$ cat src/rtl/spi_pkg.sv
// Shared SPI definitions for the mode-2 link: bus mode, idle pin levels and
// the receiver state encoding.
package spi_pkg;

  localparam logic CPOL = 1'b1;
  localparam logic CPHA = 1'b0;

  // Idle pin levels, shared with the master TX block.
  localparam logic SCLK_IDLE = CPOL;
  localparam logic CS_IDLE   = 1'b1;

  typedef enum logic {
    ST_IDLE = 1'b0,
    ST_RECV = 1'b1
  } spi_state_t;

endpackage

$ cat src/rtl/spi_sync_edge.sv
// Three-flop synchroniser for one asynchronous SPI pin: two metastability
// stages plus a delay stage that provides the previous value for edge detection.
module spi_sync_edge #(
  parameter logic RST_VAL = 1'b0
) (
  input  logic clk,
  input  logic rst,
  input  logic din,
  output logic sync,
  output logic rise,
  output logic fall
);

  logic [2:0] stg;

  always_ff @(posedge clk) begin
    if (rst) stg <= {3{RST_VAL}};
    else     stg <= {stg[1:0], din};
  end

  assign sync = stg[1];
  assign rise = stg[1] & ~stg[2];
  assign fall = ~stg[1] & stg[2];

endmodule

$ cat src/rtl/spi_slave_rx_mode2.sv
// SPI mode-2 (CPOL=1, CPHA=0) slave receiver, MSB first, oversampled in the
// system clock domain; emits a valid strobe per word and flags truncated frames.
module spi_slave_rx_mode2
  import spi_pkg::*;
#(
  parameter int DATA_WIDTH = 8
) (
  input  logic                  In_clk,
  input  logic                  In_rst,
  input  logic                  In_spi_cs_n,
  input  logic                  In_spi_sclk,
  input  logic                  In_spi_mosi,
  output logic [DATA_WIDTH-1:0] Out_rx_data,
  output logic                  Out_rx_valid,
  output logic                  Out_frame_err,
  output logic                  Out_busy
);

  localparam int CW = $clog2(DATA_WIDTH);
  localparam logic [CW-1:0] LAST_BIT = CW'(DATA_WIDTH - 1);

  logic cs_rise, cs_fall, sclk_fall, mosi_sync;
  logic cs_sync_unused, sclk_sync_unused, sclk_rise_unused;
  logic mosi_rise_unused, mosi_fall_unused;

  // CS stages reset to asserted so a CS already low at reset release is not
  // mistaken for the start of a frame.
  spi_sync_edge #(.RST_VAL(1'b0)) u_cs_sync (
    .clk(In_clk), .rst(In_rst), .din(In_spi_cs_n),
    .sync(cs_sync_unused), .rise(cs_rise), .fall(cs_fall)
  );

  spi_sync_edge #(.RST_VAL(SCLK_IDLE)) u_sclk_sync (
    .clk(In_clk), .rst(In_rst), .din(In_spi_sclk),
    .sync(sclk_sync_unused), .rise(sclk_rise_unused), .fall(sclk_fall)
  );

  spi_sync_edge #(.RST_VAL(1'b0)) u_mosi_sync (
    .clk(In_clk), .rst(In_rst), .din(In_spi_mosi),
    .sync(mosi_sync), .rise(mosi_rise_unused), .fall(mosi_fall_unused)
  );

  spi_state_t state, state_nx;
  logic [CW-1:0]         bit_cnt;
  logic [DATA_WIDTH-1:0] shreg;
  logic                  start, shift_en, word_done, frame_err_nx;

  always_ff @(posedge In_clk) begin
    if (In_rst) state <= ST_IDLE;
    else        state <= state_nx;
  end

  // CS rising takes priority over a coincident SCLK fall, so the error check
  // sees the bit count from before that edge.
  always_comb begin
    state_nx     = state;
    start        = 1'b0;
    shift_en     = 1'b0;
    word_done    = 1'b0;
    frame_err_nx = 1'b0;
    case (state)
      ST_IDLE: begin
        if (cs_fall) begin
          state_nx = ST_RECV;
          start    = 1'b1;
        end
      end
      ST_RECV: begin
        if (cs_rise) begin
          state_nx     = ST_IDLE;
          frame_err_nx = (bit_cnt != '0);
        end else if (sclk_fall) begin
          shift_en  = 1'b1;
          word_done = (bit_cnt == LAST_BIT);
        end
      end
      default: state_nx = ST_IDLE;
    endcase
  end

  always_ff @(posedge In_clk) begin
    if (In_rst) begin
      bit_cnt       <= '0;
      shreg         <= '0;
      Out_rx_data   <= '0;
      Out_rx_valid  <= 1'b0;
      Out_frame_err <= 1'b0;
    end else begin
      Out_rx_valid  <= word_done;
      Out_frame_err <= frame_err_nx;
      if (start) begin
        bit_cnt <= '0;
        shreg   <= '0;
      end else if (shift_en) begin
        shreg <= {shreg[DATA_WIDTH-2:0], mosi_sync};
        if (word_done) begin
          Out_rx_data <= {shreg[DATA_WIDTH-2:0], mosi_sync};
          bit_cnt     <= '0;
        end else begin
          bit_cnt <= bit_cnt + 1'b1;
        end
      end
    end
  end

  assign Out_busy = (state == ST_RECV);

endmodule

$ cat config.mk
export PLATFORM = sky130hd
export DESIGN_NAME = spi_slave_rx_mode2
export DESIGN_NICKNAME = d
export VERILOG_FILES = /design/src/rtl/spi_pkg.sv /design/src/rtl/spi_sync_edge.sv /design/src/rtl/spi_slave_rx_mode2.sv
export SDC_FILE = /design/constraint.sdc
export NUM_CORES = 1
export LEC_CHECK = 0
export ABC_AREA = 1
export BUFFER_PORTS_ARGS = -buffer_cell sky130_fd_sc_hd__buf_2
export CORE_MARGIN = 4
export CORE_UTILIZATION = 55
export CTS_BUF_LIST = sky130_fd_sc_hd__clkbuf_16
export DETAILED_ROUTE_END_ITERATION = 6
export PLACE_DENSITY = 0.76
export RECOVER_POWER = 100
export SETUP_SLACK_MARGIN = 0.02
export SLEW_MARGIN = 10
export SYNTH_ARGS = -nofsm -noshare
export SYNTH_HDL_FRONTEND = slang
export SYNTH_HIERARCHICAL = 1
export SYNTH_SLANG_ARGS = --single-unit
$ cat constraint.sdc
create_clock -name In_clk -period 2.2 [get_ports In_clk]
set_clock_uncertainty 0.05 [all_clocks]
set_input_delay 0.11 -clock In_clk [delete_from_list [all_inputs] [get_ports In_clk]]
set_output_delay 0.11 -clock In_clk [all_outputs]
set_load 0.03 [all_outputs]
Yosys cells after proc, flatten, opt, wreduce, memory -nomap -nowiden:

Index checks and enable logic that the tools add are counted.

* word-level logic and storage cells: 35
* flip-flop bits (word level): 29

* $add $sub $neg: 1
* reductions and logical operators: 4
* eq/ne operators: 1
* bitwise operators: 9
* multiplexer cells: 11

Operators with widths (number)
* 1-bit two-way mux: 9
* 1-bit inverter: 6
* 3-bit by 1-bit adder with 3-bit output, second input constant: 1
* 1-bit bitwise AND: 3
* 3-bit == test, second input constant: 1
* 3-bit two-way mux: 1
* 3-bit AND reduction: 1
* 3-bit nonzero test: 1
* 3-bit OR reduction: 1
* 1-bit case mux with 2 select lines: 1
* 2-bit OR reduction: 1

Longest topological paths before layout:

Gate-level depths: netlist (run 1).

* depth in word-level cells: 6
* gate-level depth with buffers: 8
* gate-level depth less buffers: 7

Modules after synthesis:

Netlist (run 1), hierarchy kept.

Modules (own cells, without submodules)
* spi_slave_rx_mode2: area each 954.7 µm², times used 1, seq. area each 420.4 µm², cells an instance 136
* spi_sync_edge (u_cs_sync ...): area each 93.8 µm², times used 2, seq. area each 60.1 µm², cells an instance 12
* spi_sync_edge (u_sclk_sync): area each 97.6 µm², times used 1, seq. area each 60.1 µm², cells an instance 13

Worst setup path before layout (run 1):

Ideal clock, no wire load.

* path type: register to register
* start: register u_sclk_sync.stg[2]
* end: register Out_rx_data[1]
* path slack: 0.924 ns
* stages on the path, launching flop included: 8
* library setup time: 0.110 ns
* data required time: 2.040 ns
* arrival: 1.116 ns
* cells stage by stage: dfxtp_1 -> inv_1 -> nor2_1 -> nand2_1 -> nor2_2 -> nand3_1 -> nand2_1 -> nor2_1

* cells in the longest elaborated chain, start to end: 5
* elaborated cells between the ends (all ways): 8
* those cells by class: mux (6); bitwise (1); reduce/logical (1)

Ends and longest elaborated chain
* start: declaration: RTL line spi_sync_edge.sv:14 `logic [2:0] stg;`
* start signal: assignment: RTL line spi_sync_edge.sv:17 `if (rst) stg <= {3{RST_VAL}};`
* start signal: assignment: RTL line spi_sync_edge.sv:18 `else stg <= {stg[1:0], din};`
* 1-bit bitwise AND (*): RTL line spi_sync_edge.sv:23 `assign fall = ~stg[1] & stg[2];`
* named net sclk_fall: RTL line spi_slave_rx_mode2.sv:22 `logic cs_rise, cs_fall, sclk_fall, mosi_sync;`
* 1-bit two-way mux: RTL line spi_slave_rx_mode2.sv:72 `end else if (sclk_fall) begin`
* 1-bit two-way mux: RTL line spi_slave_rx_mode2.sv:69 `if (cs_rise) begin`
* 1-bit two-way mux: RTL line spi_slave_rx_mode2.sv:61 `case (state)`
* 3-bit AND reduction (no line) (*)
* end signal: assignment: RTL line spi_slave_rx_mode2.sv:97 `Out_rx_data <= {shreg[DATA_WIDTH-2:0], mosi_sync};`
* end: declaration: RTL line spi_slave_rx_mode2.sv:13 `output logic [DATA_WIDTH-1:0] Out_rx_data,`

The timed path passes the listed nets; every way through them passes the cells marked *.
A chain may end at the register's enable or synchronous reset.

Worst setup path after layout (run 1):

* start: register state, in the netlist Out_busy
* end: register Out_rx_data[6]

* cells in the longest elaborated chain, start to end: 3
* elaborated cells between the ends (all ways): 5
* those cells by class: mux (3); bitwise (1); reduce/logical (1)

Ends and longest elaborated chain
* start: declaration: RTL line spi_slave_rx_mode2.sv:43 `spi_state_t state, state_nx;`
* start signal: assignment: RTL line spi_slave_rx_mode2.sv:50 `else state <= state_nx;`
* 1-bit two-way mux: RTL line spi_slave_rx_mode2.sv:61
* 1-bit inverter (no line)
* 3-bit AND reduction (no line) (*)

Every way passes the cells marked *; elsewhere a longest branch is shown, timed or not.

==> results.py, run 1 <==
metrics = {
    "clock_network": {
        "cts_root_buf": "clkbuf_16",
        "cts.sinks": 29,
        "cts_buffers": 5,
        "clock_path_buffers": 2,
        "cts_max_level": 2,
        "tritoncts": "done",
        "clk_latency_ps": 270,
        "clk_transition_reported_paths_ps": 50,
        "ctsResizeCount": 0,
    },
    "power_and_ir_drop": {
        "p_int_uw": 953,
        "p_leak_uw": 0.000724,
        "p_comb_share_pct": 3.3,
        "clkPwrFrac_pct": 51.2,
        "vdd_drop_max_mv": 0.709,
        "switching_share_pct": 19.8,
        "p_sw_uw": 234,
        "power_density_nw_per_um2": 829,
        "seqPwrFrac_pct": 45.5,
    },
    "drt": {
        "routedWlPerCell_um": 9.67,
        "via_per_inst": 4.62,
        "drtIter0Drc": 19,
        "ant_nets": 0,
        "wl_mm": 2.09,
        "vias": 997,
        "dr.pass1.iters": 4,
        "drc": 0,
    },
    "timing": {
        "setup_viol": 0,
        "slew_headroom_pct": 65.1,
        "fin_crit_sh_pct": 70.3,
        "finalMaxSlewViolations": 0,
        "rsz0062_at_grt": "no",
        "hold_viol_final": 0,
        "tightest_slew_ps": 523,
        "timing.fmax_mhz": 647,
        "min_period_ps": 1550,
        "fin_tns_setup_ps": 0,
    },
    "job": {
        "drv_cap": 0,
    },
    "grt": {
        "use_met1_pct": 18.8,
        "grt_util_met2_pct": 27.6,
        "grt_first_pass_wirelength_mm": 3.59,
        "gr-usage-all-layers_pct": 17.4,
        "grt_pass1_vias": 893,
        "grt_overflow": 0,
        "grt_max_degree": 19,
        "antenna_found_initial": 0,
        "met3_usage_pct": 9.26,
        "top_usage_layer": "met2",
    },
    "finish": {
        "syn_to_final_growth_pct": 19.6,
        "mostFrequentLayoutCells": "inv_1 (41), nand2_1 (37), nor2_1 (31)",
        "final_cell_area_um2": 1430,
        "multi_input_area_um2": 444,
        "regArea_um2": 581,
        "drive_gt1_share_pct": 6.88,
        "final_common_cell": "inv_1",
        "stdcell_count": 216,
        "fillers": 184,
        "diodes": 0,
        "finalNetCount": 196,
    },
    "floorplan": {
        "start_util_pct": 59.2,
        "dieArea_um2": 2990,
        "die_w_um": 54.7,
        "core_um2": 2020,
        "rows": 16,
        "dieHeight_um": 54.7,
        "io_pins": 16,
    },
    "placement": {
        "dpl_cell_area_um2": 1290,
        "gp_congestion": 0.811,
        "port_buffers": 15,
        "dp.cells": 205,
        "dp_hpwl_mm": 1.43,
    },
    "hold_path": {
        "min_path_type": "input pin to flip-flop",
        "holdPathEnd": "Out_busy",
        "min_path_cells": 2,
        "hold_start": "In_rst",
    },
    "critical_path": {
        "critPathTopFamily": "simple AND/OR/NAND/NOR gates",
        "rrSetupSlack_ps": 650,
        "critPathSlowestCell": "dfxtp_1",
        "crit_path_max_fanout": 14,
        "end_kind": "flip-flop",
        "worstPathCellList": "nand4_1 > nand2_1 > inv_1 > nor2_1",
        "r2r_start": "Out_busy",
        "worst-endpoint-required_ps": 2350,
        "timing.rr.end": "Out_rx_data[6]",
        "start_kind": "flip-flop",
        "critPathKind": "flip-flop to flip-flop",
        "rr_worst_depth": 4,
        "slowest_delay_ps": 640,
        "path_buf_inv": 1,
        "cp.arrival_ps": 1700,
    },
    "synth": {
        "avgSynthCellArea_um2": 7.21,
        "syn_nets": 174,
        "syn_inst": 166,
        "synth_area_um2": 1200,
        "ys.warnings.count": 6,
    },
    "outcome": {
        "status": "finished clean",
    },
}
==> metrics by stage <==
step / hold slack [ps] / power (uW) / worst slack, ps / utilization [%]
final: 91.4 / 1190 / 654 / 70.9
after global routing: 109 / 1240 / 479 / 70.9
after CTS: 86.3 / 1210 / 699 / 71.8
after detailed placement: 253 / 586 / 711 / 63.6
after global placement: 244 / 584 / 753 / 63.6
after floorplan: 129 / 574 / 930 / -
==> registers in the layout, summed over array words and instances (netlist names), 2 cells and up <==
name	count
Out_rx_data	8
shreg	7
bit_cnt	3
u_cs_sync/stg	3
u_sclk_sync/stg	3
u_mosi_sync/stg	2
==> per-layer routing <==
metal	wire length (um)	up-vias	part of all wire, %
li1	-	532	-
met1	889	436	43
met2	1060	27	51
met3	134	2	6.4
met4	8	0	0.38
met5	0	-	0
==> how the worst max path moves through the flow <==
stage / start / endpoint / slack, ps / cells past startpoint
after floorplan: bit_cnt[0] / Out_rx_data[1] / 930 / 7
after global placement: bit_cnt[0] / Out_rx_data[4] / 750 / 7
after detailed placement: bit_cnt[0] / Out_rx_data[1] / 710 / 7
after CTS: bit_cnt[0] / Out_rx_data[4] / 700 / 7
after global routing: bit_cnt[0] / Out_rx_data[6] / 480 / 6
final: Out_busy / Out_rx_data[6] / 650 / 4
==> area by class of cell <==
class                   instances  share of cell area [%]
inverters                      39                    10.2
multi-input cells              95                    31.0
clock inverters                 3                   0.786
well taps                      27                    2.36
clock buffers                   5                    8.73
flip-flops and latches         29                    40.5
repair buffers                 18                    6.38
==> power by group through the flow <==
| stage | Sequential [uW] | Clock [uW] | Combinational, uW |
|---|---|---|---|
| finish | 540 | 608 | 39.5 |
| floorplan | 549 | 0 | 25.8 |
| CTS | 540 | 628 | 40.4 |
| detailed placement | 550 | 0 | 36.1 |
| global route | 539 | 654 | 45.8 |
| global placement | 549 | 0 | 35.1 |
==> repair_timing <==
action | CTS | global route
hold endpoints to repair | 3 | 0
hold buffers | 3 | 0
setup buffers | 0 | 0
No activity file was read; power rests on OpenSTA's default activity.
==> inputs of run 2 (changes only) <==
CORE_UTILIZATION = 50   (was 55)
PLACE_DENSITY = 0.73   (was 0.76)
clock period = 1.35 ns   (was 2.2 ns; I/O delays follow)
==> results.py, run 2 (same netlist as run 1, synthesis figures left out) <==
metrics = {
    "finish": {
        "finalNetCount": 201,
        "fillers": 200,
        "final_common_cell": "inv_1",
        "top_regs": "Out_rx_data: 8 flops, shreg: 7 flops",
        "largest_reg_flops": 8,
        "syn_to_final_growth_pct": 27.0,
        "mostFrequentLayoutCells": "inv_1 (37), nand2_1 (36), nor2_1 (31)",
        "drive_gt1_share_pct": 13.4,
        "diodes": 0,
        "top_register": "Out_rx_data",
    },
    "power_and_ir_drop": {
        "p_int_uw": 1560,
        "power_density_nw_per_um2": 1280,
        "switching_share_pct": 20.0,
        "p_leak_uw": 0.000737,
        "p_total_uw": 1950,
        "vdd_drop_max_mv": 1.05,
        "seqPwrFrac_pct": 45.1,
        "p_sw_uw": 390,
        "p_comb_share_pct": 3.7,
        "clkPwrFrac_pct": 51.2,
    },
    "job": {
        "drv_cap": 0,
    },
    "placement": {
        "dp_hpwl_mm": 1.47,
        "port_buffers": 15,
        "gp_congestion": 0.762,
    },
    "drt": {
        "drtIter0Drc": 29,
        "vias": 1007,
        "dr.pass1.iters": 4,
        "drc": 0,
        "via_per_inst": 4.54,
        "routedWlPerCell_um": 10.0,
        "ant_nets": 0,
        "wl_mm": 2.23,
    },
    "timing": {
        "slew_headroom_pct": 75.5,
        "hold_viol_final": 0,
        "rsz0062_at_grt": "yes",
        "tightest_slew_ps": 370,
        "timing.fmax_mhz": 812,
        "whs_ps": 42.7,
        "finalMaxSlewViolations": 0,
        "fin_crit_sh_pct": 91.3,
        "fin_tns_setup_ps": 0,
        "min_period_ps": 1230,
        "setup_viol": 0,
    },
    "grt": {
        "grt_overflow": 0,
        "grt_pass1_vias": 941,
        "grt_max_degree": 19,
        "gr-usage-all-layers_pct": 15.7,
        "grt_first_pass_wirelength_mm": 3.84,
        "antenna_found_initial": 0,
    },
    "hold_path": {
        "min_path_type": "input pin to flip-flop",
    },
    "critical_path": {
        "slowest_delay_ps": 330,
        "worstPathCellList": "ha_4 > ha_4 > buf_4 > nor2_1 > o21ai_0 > nor2_1",
        "worst-endpoint-required_ps": 1500,
        "cp.arrival_ps": 1390,
        "start_kind": "flip-flop",
        "critPathKind": "flip-flop to flip-flop",
        "crit_path_max_fanout": 3,
        "end_kind": "flip-flop",
        "critPathSlowestCell": "dfxtp_2",
    },
    "floorplan": {
        "rows": 17,
        "dieArea_um2": 3240,
        "die_w_um": 56.9,
        "start_util_pct": 53.1,
        "dieHeight_um": 56.9,
        "io_pins": 16,
        "core_um2": 2250,
    },
    "clock_network": {
        "cts_max_level": 2,
        "clk_latency_ps": 270,
        "tritoncts": "done",
        "cts_buffers": 5,
        "clk_transition_reported_paths_ps": 50,
        "clock_path_buffers": 2,
        "cts_root_buf": "clkbuf_16",
        "cts.sinks": 29,
    },
    "outcome": {
        "status": "finished clean",
    },
}
==> run 2: repair_timing <==
item,4_1_cts,5_1_grt
resized for setup,6,6
cloned,0,0
hold buffers,3,0
setup buffers,0,1
pin swaps,1,2
endpoints found under the hold margin,3,0
endpoints found under the setup margin,9,9
==> run 2: path summary, 6_finish.rpt <==
path / from / end / slack [ps] / cells after the start
min reg2reg: u_mosi_sync/stg[0] / u_mosi_sync/stg[1] / 350 / 2
min: In_rst / Out_busy / 40 / 2
max reg2reg: bit_cnt[1] / bit_cnt[2] / 120 / 6
max: bit_cnt[1] / bit_cnt[2] / 120 / 6
==> run 2: power by group through the flow <==
stage / clock network (uW) / registers [uW] / logic, uW
6_report: 998 / 878 / 72.9
5_1_grt: 1080 / 878 / 82.0
4_1_cts: 1030 / 878 / 74.5
3_5_place_dp: 0 / 894 / 65.4
3_3_place_gp: 0 / 893 / 63.9
2_1_floorplan: 0 / 894 / 42.1
==> run 2: area by class of cell <==
cell class	instances	area, um^2	area share, %
Clock inverter	3	12.5	0.823
Clock buffer	5	125	8.23
Tap cell	28	35.0	2.30
Inverter	39	146	9.63
Sequential cell	29	584	38.4
Timing Repair Buffer	23	125	8.23
Multi-Input combinational cell	95	492	32.3
==> run 2: metal layers <==
layer / global-route usage (%) / vias up / routed length (um)
met3: 6.11 / 4 / 125
met2: 25.8 / 18 / 1110
met1: 16.9 / 438 / 952
li1: - / 547 / -
met4: 9.93 / 0 / 48
met5: 0 / - / 0
==> run 2: critical path, delay by kind of cell, from the launching register on <==
family          cells  cell delay, ps
compound gates      1             100
fa+ha+maj           2             330
buf+inv             1             140
flops               1             330
simple gates        2             230
==> run 2: per-stage QoR <==
stage | cell area (um^2) | setup WS [ps] | utilization (%) | std cells
floorplan | 1200 | 80.0 | - | 166
global placement | 1320 | -18.8 | 58.4 | 210
detailed placement | 1320 | -89.3 | 58.4 | 210
CTS | 1520 | 37.0 | 67.3 | 221
global route | 1520 | 18.2 | 67.4 | 222
finish | 1520 | 118 | 67.4 | 222
==> inputs of run 3 (changes only) <==
CAP_MARGIN = 20   (was not set)
CORE_UTILIZATION = 55   (was 50)
CTS_BUF_LIST = not set   (was sky130_fd_sc_hd__clkbuf_16)
PLACE_DENSITY = 0.76   (was 0.73)
clock period = 1.3 ns   (was 1.35 ns; I/O delays follow)
==> results.py, run 3 (same netlist as run 1, synthesis figures left out) <==
metrics = {
    "outcome": {
        "status": "finished clean",
    },
    "drt": {
        "vias": 1084,
        "via_per_inst": 4.78,
        "wl_mm": 2.66,
        "routedWlPerCell_um": 11.7,
        "drc": 0,
        "drtIter0Drc": 40,
        "ant_nets": 0,
        "dr.pass1.iters": 4,
    },
    "finish": {
        "finalNetCount": 208,
        "top_regs": "Out_rx_data: 8 flops, shreg: 7 flops",
        "largest_reg_flops": 8,
        "diodes": 0,
        "mostFrequentLayoutCells": "inv_1 (37), nand2_1 (36), nor2_1 (29)",
        "stdcell_count": 227,
        "syn_to_final_growth_pct": 29.3,
        "drive_gt1_share_pct": 17.5,
        "top_register": "Out_rx_data",
        "utilization_pct": 76.5,
        "final_common_cell": "inv_1",
    },
    "critical_path": {
        "crit_path_max_fanout": 10,
        "slowest_delay_ps": 500,
        "worstPathCellList": "inv_2 > a21oi_4 > buf_12 > nand2_1 > a21oi_1",
        "rrSetupSlack_ps": 60,
        "worst-endpoint-required_ps": 1500,
        "critPathTopFamily": "flip-flops",
        "end_kind": "flip-flop",
        "path_buf_inv": 2,
        "start_kind": "flip-flop",
        "critPathKind": "flip-flop to flip-flop",
        "cp.arrival_ps": 1440,
        "critPathSlowestCell": "dfxtp_2",
    },
    "power_and_ir_drop": {
        "p_leak_uw": 0.000741,
        "power_density_nw_per_um2": 1010,
        "p_total_uw": 1560,
        "vdd_drop_max_mv": 0.883,
        "switching_share_pct": 22.9,
        "seqPwrFrac_pct": 58.4,
        "p_comb_share_pct": 6.7,
        "p_sw_uw": 357,
        "p_int_uw": 1200,
        "clkPwrFrac_pct": 34.9,
    },
    "floorplan": {
        "die_w_um": 54.7,
        "core_um2": 2020,
        "io_pins": 16,
        "dieHeight_um": 54.7,
        "rows": 16,
        "dieArea_um2": 2990,
        "start_util_pct": 59.2,
    },
    "grt": {
        "gr-usage-all-layers_pct": 19.8,
        "grt_pass1_vias": 983,
        "grt_first_pass_wirelength_mm": 4.06,
        "grt_max_degree": 19,
        "grt_overflow": 0,
        "antenna_found_initial": 0,
    },
    "placement": {
        "dp.cells": 211,
        "dp_hpwl_mm": 1.59,
        "dp_slack_ps": -47.4,
        "gp_congestion": 0.846,
        "port_buffers": 15,
    },
    "clock_network": {
        "cts_root_buf": "clkbuf_4",
        "clock_path_buffers": 2,
        "cts_max_level": 2,
        "tritoncts": "done",
        "cts.sinks": 29,
        "clk_latency_ps": 330,
        "clk_transition_reported_paths_ps": 80,
        "cts_buffers": 5,
    },
    "timing": {
        "tightest_slew_ps": 371,
        "setup_ws_ps": 61.9,
        "rsz0062_at_grt": "yes",
        "slew_headroom_pct": 75.4,
        "min_period_ps": 1240,
        "whs_ps": 92.6,
        "fin_crit_sh_pct": 95.2,
        "setup_viol": 0,
        "timing.fmax_mhz": 808,
        "finalMaxSlewViolations": 0,
        "hold_viol_final": 0,
    },
    "job": {
        "drv_cap": 0,
    },
    "hold_path": {
        "min_path_type": "input pin to flip-flop",
    },
}
-- run 3: worst reg2reg max path, stage by stage (launching register included) --
cell     delay (ps)
dfxtp_2         500
inv_2           120
a21oi_4         180
buf_12          140
nand2_1          50
a21oi_1         120
-- run 3: area by class of cell --
type,instances,area [um^2]
clock buffer,7,55.1
fill,158,474
inverter,39,146
multi-input combinational,96,528
sequential,29,584
tap,27,33.8
timing repair buffer,29,200
-- run 3: timing repair --
| item | 4_1_cts | 5_1_grt |
|---|---|---|
| setup buffers | 0 | 1 |
| pin swaps | 1 | 6 |
| cloned | 0 | 1 |
| setup endpoints to repair | 10 | 15 |
| hold endpoints to repair | 5 | 0 |
| hold buffers | 7 | 0 |
| resized for setup | 8 | 9 |
-- run 3: per-layer routing --
| layer | global-route usage, % | share of wire, % | vias up |
|---|---|---|---|
| li1 | - | - | 561 |
| met1 | 20.1 | 40 | 484 |
| met2 | 33.5 | 52 | 31 |
| met3 | 8.99 | 6.1 | 8 |
| met4 | 10.4 | 1.8 | 0 |
| met5 | 0 | 0 | - |
-- run 3: worst paths after layout --
kind                          from                  to  cells past startpoint
setup reg to reg          Out_busy          bit_cnt[0]                      5
hold / removal              In_rst  u_sclk_sync/stg[2]                      3
setup / recovery          Out_busy          bit_cnt[0]                      5
hold reg to reg   u_cs_sync/stg[0]    u_cs_sync/stg[1]                      2
-- run 3: per-stage QoR --
stage / TNS (ps) / instance area (um^2)
after global placement: 0 / 1330
final: 0 / 1550
after CTS: 0 / 1490
after floorplan: 0 / 1200
after global routing: -151 / 1550
after detailed placement: -159 / 1330
-- run 3: power by group through the flow --
stage | clock, uW | combinational, uW | sequential, uW
after global routing | 602 | 117 | 911
after CTS | 548 | 89.3 | 908
after floorplan | 0 | 43.7 | 928
after detailed placement | 0 | 70.1 | 928
after global placement | 0 | 67.8 | 928
final | 544 | 104 | 910
